**src/rtl/aibnd_dll_code_gen.sv**
```systemverilog
// DLL delay-code generator: steps a 10-bit coarse/fine setting from phase-detector
// decisions and drives it gray-coded, changing the codes only while code_valid is low.
module aibnd_dll_code_gen #(
  parameter logic [9:0] INIT_CODE  = 10'd512,
  parameter int         SETTLE_CYC = 4,
  parameter int         PD_WAIT    = 8,
  parameter int         LOCK_CNT   = 4
) (
  input  logic       ck,
  input  logic       nrst,
  input  logic       enable,
  input  logic       pd_valid,
  input  logic       pd_up,
  input  logic       pd_dn,
  input  logic       force_en,
  input  logic [9:0] force_code,
  output logic [6:0] f_gray,
  output logic [2:0] i_gray,
  output logic       code_valid,
  output logic       locked,
  output logic [9:0] code_bin
);

  typedef enum logic [1:0] {IDLE, DROP, SETTLE, WAIT} state_t;
  typedef enum logic [1:0] {DIR_NONE, DIR_UP, DIR_DN} dir_t;

  localparam logic [7:0] SETTLE_N = 8'(SETTLE_CYC);
  localparam logic [7:0] WAIT_N   = 8'(PD_WAIT);
  localparam logic [3:0] LOCK_N   = 4'(LOCK_CNT);

  function automatic logic [9:0] step_sat(input logic [9:0] c, input logic up);
    logic signed [11:0] nxt;
    nxt = $signed({2'b00, c}) + (up ? 12'sd1 : -12'sd1);
    if (nxt > 12'sd1023) return 10'd1023;
    if (nxt < 12'sd0)    return 10'd0;
    return nxt[9:0];
  endfunction

  function automatic logic [6:0] gray7(input logic [6:0] b);
    return b ^ (b >> 1);
  endfunction

  function automatic logic [2:0] gray3(input logic [2:0] b);
    return b ^ (b >> 1);
  endfunction

  state_t     state_q, state_n;
  dir_t       dir_q, dir_n, step_dir;
  logic [7:0] cnt_q, cnt_n;
  logic [3:0] rev_q, rev_n;
  logic [9:0] code_q, code_n, pend_q, pend_n;
  logic [6:0] f_gray_q, f_gray_n;
  logic [2:0] i_gray_q, i_gray_n;
  logic       valid_q, valid_n, locked_q, locked_n, step;

  assign step     = enable & pd_valid & (pd_up ^ pd_dn);
  assign step_dir = pd_up ? DIR_UP : DIR_DN;

  always_comb begin
    state_n  = state_q;
    dir_n    = dir_q;
    cnt_n    = cnt_q;
    rev_n    = rev_q;
    code_n   = code_q;
    pend_n   = pend_q;
    f_gray_n = f_gray_q;
    i_gray_n = i_gray_q;
    valid_n  = valid_q;
    locked_n = locked_q;
    case (state_q)
      IDLE: begin
        if (force_en) begin
          state_n  = DROP;
          valid_n  = 1'b0;
          pend_n   = force_code;
          locked_n = 1'b0;
          rev_n    = 4'd0;
        end else if (step) begin
          state_n = DROP;
          valid_n = 1'b0;
          pend_n  = step_sat(code_q, pd_up);
          dir_n   = step_dir;
          // A reversal is only a change from a known previous direction.
          if (dir_q != DIR_NONE && dir_q != step_dir)
            rev_n = (rev_q >= LOCK_N) ? LOCK_N : rev_q + 4'd1;
          else
            rev_n = 4'd0;
          locked_n = (rev_n == LOCK_N);
        end
      end
      DROP: begin
        code_n   = pend_q;
        f_gray_n = gray7(pend_q[9:3]);
        i_gray_n = gray3(pend_q[2:0]);
        state_n  = SETTLE;
        cnt_n    = SETTLE_N;
      end
      SETTLE: begin
        if (cnt_q <= 8'd1) begin
          valid_n = 1'b1;
          state_n = WAIT;
          cnt_n   = WAIT_N;
        end else begin
          cnt_n = cnt_q - 8'd1;
        end
      end
      WAIT: begin
        if (cnt_q <= 8'd1) state_n = IDLE;
        else               cnt_n   = cnt_q - 8'd1;
      end
      default: state_n = IDLE;
    endcase
  end

  always_ff @(posedge ck) begin
    if (!nrst) begin
      state_q  <= SETTLE;
      dir_q    <= DIR_NONE;
      cnt_q    <= SETTLE_N;
      rev_q    <= 4'd0;
      code_q   <= INIT_CODE;
      f_gray_q <= gray7(INIT_CODE[9:3]);
      i_gray_q <= gray3(INIT_CODE[2:0]);
      valid_q  <= 1'b0;
      locked_q <= 1'b0;
    end else begin
      state_q  <= state_n;
      dir_q    <= dir_n;
      cnt_q    <= cnt_n;
      rev_q    <= rev_n;
      code_q   <= code_n;
      f_gray_q <= f_gray_n;
      i_gray_q <= i_gray_n;
      valid_q  <= valid_n;
      locked_q <= locked_n;
    end
  end

  // Pending load is only consumed in DROP, which reset never enters directly.
  always_ff @(posedge ck) pend_q <= pend_n;

  assign f_gray     = f_gray_q;
  assign i_gray     = i_gray_q;
  assign code_valid = valid_q;
  assign locked     = locked_q;
  assign code_bin   = code_q;

endmodule

```
**config.mk**
```make
export PLATFORM = sky130hd
export DESIGN_NAME = aibnd_dll_code_gen
export DESIGN_NICKNAME = d
export VERILOG_FILES = /design/src/rtl/aibnd_dll_code_gen.sv
export SDC_FILE = /design/constraint.sdc
export NUM_CORES = 1
export LEC_CHECK = 0
export CAP_MARGIN = 20
export CORE_MARGIN = 2
export CORE_UTILIZATION = 55
export CTS_CLUSTER_DIAMETER = 150
export DETAILED_ROUTE_END_ITERATION = 8
export PLACE_DENSITY = 0.85
export SYNTH_ARGS = -nofsm -noshare
export SYNTH_HDL_FRONTEND = slang
export SYNTH_SLANG_ARGS = --single-unit
```
**constraint.sdc**
```tcl
create_clock -name ck -period 8.4 [get_ports ck]
set_input_delay 1.68 -clock ck [delete_from_list [all_inputs] [get_ports ck]]
set_output_delay 1.68 -clock ck [all_outputs]
set_load 0.01 [all_outputs]
```
==> results_dict.tcl <==
set metrics [dict create \
    crit_slowest_cell "clkdlybuf4s50_1" \
    antenna_left 0 \
    post_cts_buffers 0 \
    synth_top_family_by_area "simple AND/OR/NAND/NOR gates" \
    overflow 0 \
    die_w_um 73.8 \
    synth_warnings 0 \
    grt_pass1_wl_um 9260 \
    grt_pass1_vias 2092 \
    cts_buffer_depth 2 \
    die_h_um 73.8 \
    htree_levels 2 \
    cp.buffers_inverters 2 \
    critPathKind "in2reg" \
    cp.required_ns 8.39 \
    initial_core_util_pct 56.7 \
    fillers 375 \
    rows 25 \
    post_cts_resized 0 \
    drv_cap 0 \
    hold_path_class "reg2reg" \
    synth_cell_type_count 49 \
    synth_fp_nets 333 \
    coreArea_um2 4720 \
    final_common_cell "clkdlybuf4s50_1" \
    cts.clk_slew.worst_paths_ns 0.08 \
    synth-seq-cells 46 \
    setup_violations 0 \
    cts_tree "yes" \
    p_leak_nw 1.31 \
    status "complete, no violations" \
    hpwlAfterDp_um 4140 \
    syn_avg_cell_area_um2 9.02 \
    grt_max_degree 33 \
    ioPinCount 39 \
    synthAdderAreaFrac_pct 9.15 \
    syn_area_um2 2680 \
    routed_wl_um 5510 \
    drive_gt1_share_pct 4.23 \
    r2r_cells 6 \
    fin_crit_ns 4.68 \
    vdd_drop_max_mv 0.0892 \
    drc_errors 0 \
    path_max_fanout 13 \
    path_cells "clkdlybuf4s50_1 > inv_1 > ha_1 > and4_1 > o2111ai_1 > a31oi_1 > mux2i_1 > a221oi_1" \
    synth-simple-area-share_pct 18.4 \
    ctsHoldBuffers 0 \
    yosys.area_share.xor_xnor_pct 6.87 \
    drt_pass1_iterations 4 \
    cp-start-kind "input port" \
    dieArea_um2 5440 \
    cp-end-kind "flop" \
    layout.nets 366 \
    multi_input_area_um2 1520 \
    cp.depth 8 \
    rsz0062_at_grt "no" \
    ys.flop_type "dfxtp_1" \
    worst_path_largest_cell_delay_ns 0.64 \
    cts-root-buf "clkbuf_8" \
    seq_area_um2 1020 \
    hold_depth 1 \
    min_period_over_period_pct 55.7 \
    routed_via_density 5.56 \
    skew_ns 0.00855 \
    synth_edf_count 10 \
    p_total_uw 691 \
    gp_routability_congestion 0.949 \
    finalSetupTns_ns 0 \
    syn_inst 297 \
    diodes 0 \
    stdcell_area_um2 3170 \
    worst_pin_slew_ns 1.03 \
    antenna_found_initial 0 \
    critPathTopFamily "buffers and inverters" \
    cts_sinks 46 \
    wl_per_cell_um 13.8 \
    io_buffers 38 \
    crit_arrival_ns 4.67 \
    synth_compound_area_share_pct 17.9 \
    gr-usage-all-layers_pct 21.8 \
    syn2layout_area_growth_pct 18.2 \
    powerDensity_nw_per_um2 218 \
    layout_common_cells "38 x clkdlybuf4s50_1, 36 x dfxtp_1, 26 x nand2_1" \
    numCtsBuffers 5 \
    async_reset_ff_share_pct 0 \
    drt_iter0_drc 123 \
    relSlewSlack_pct 31.5 \
    ys_seq_area_share_pct 38.1 \
    placed_area_um2 3080 \
    num_vias 2213 \
    clock.fmax_ghz 0.214 \
    synthMuxAreaShare_pct 4.53 \
    hold_viol_final 0 \
    slew_violations 0 \
    clk-insertion-delay-late_ns 0.29 \
]
[through the flow]
| step | hold slack [ns] | utilization [%] | worst slack, ns | instances |
|---|---|---|---|---|
| final | 0.483 | 67.0 | 3.72 | 398 |
| after floorplan | 0.457 | - | 4.31 | 297 |
| after global placement | 0.459 | 65.3 | 3.57 | 390 |
| after CTS | 0.485 | 67.0 | 3.75 | 398 |
| after detailed placement | 0.471 | 65.3 | 3.50 | 390 |
| after global routing | 0.505 | 67.0 | 3.52 | 398 |
[synth_stat cells (all sizes together), types with 2 or more instances]
master  count  area share (%)
a21boi      2            0.56
a21oi      17             3.2
a221oi      8             2.6
a31oi       2            0.47
and3        4            0.93
buf         3            0.98
clkbuf      9             1.3
dfxtp      36              27
edfxtp     10              11
ha         18             8.4
inv        20             2.8
mux2i      11             4.1
nand2      26             3.6
nand2b      2            0.47
nand3       5            0.93
nor2       25             3.6
nor2b      19             4.4
nor3        5             1.1
nor4        2            0.47
o211a       9             3.4
o211ai      3            0.84
o21ai      14             2.6
o22ai       3            0.70
or3         6             1.6
xnor2      15             4.9
xor2        6             2.0
[path summary, 6_finish.rpt]
kind / start / to / slack [ns]
max: pd_up / pend_q[5] / 3.72
min: f_gray[0] / f_gray[0] / 0.48
max reg2reg: code_bin[8] / pend_q[5] / 5.79
min reg2reg: f_gray[0] / f_gray[0] / 0.48
[worst reg2reg max path: stages, from the launching register on]
cell and delay, ns:
dfxtp_1 0.36, ha_1 0.40, and4_1 0.26, o2111ai_1 0.12
a31oi_1 0.37, mux2i_1 0.61, a221oi_1 0.18
[flip-flops by register name (all words and copies together) (netlist names)]
signal	flops
code_valid	1
code_bin	10
dir_q	2
f_gray	6
rev_q	4
cnt_q	8
pend_q	10
locked	1
state_q	2
i_gray	2
[kinds of logic (layout without fill, tap and decap cells)]
kind of cell	after synthesis	count (layout)
and+or+nand+nor	98	98
AOI/OAI and AO/OA	69	69
DFF	46	46
buffers and inverters	32	66
xor gates and xnor gates	21	21
adders and majority gates	19	19
muxes	12	12
[layout make-up]
cell class,count,share of cell area [%]
multi-input cells,219,48.1
clock buffers,6,2.29
inverters,20,2.37
clock inverters,2,0.316
well taps,67,2.65
repair buffers,38,12.0
flip-flops and latches,46,32.3
[metal layers]
metal / vias up / global-route usage [%] / wire length (µm)
met5: - / 0 / 0
met4: 0 / 5.86 / 42
met3: 4 / 3.43 / 168
met2: 54 / 36.2 / 2650
met1: 1039 / 29.4 / 2650
li1: 1116 / - / -
[power breakdown]
part / switching (mW) / leakage, nW / internal (mW)
sequential: 0.0306 / 0.384 / 0.264
clock: 0.0698 / 0.0450 / 0.0577
combinational: 0.145 / 0.885 / 0.124
Power figures use the tool's default switching activity.
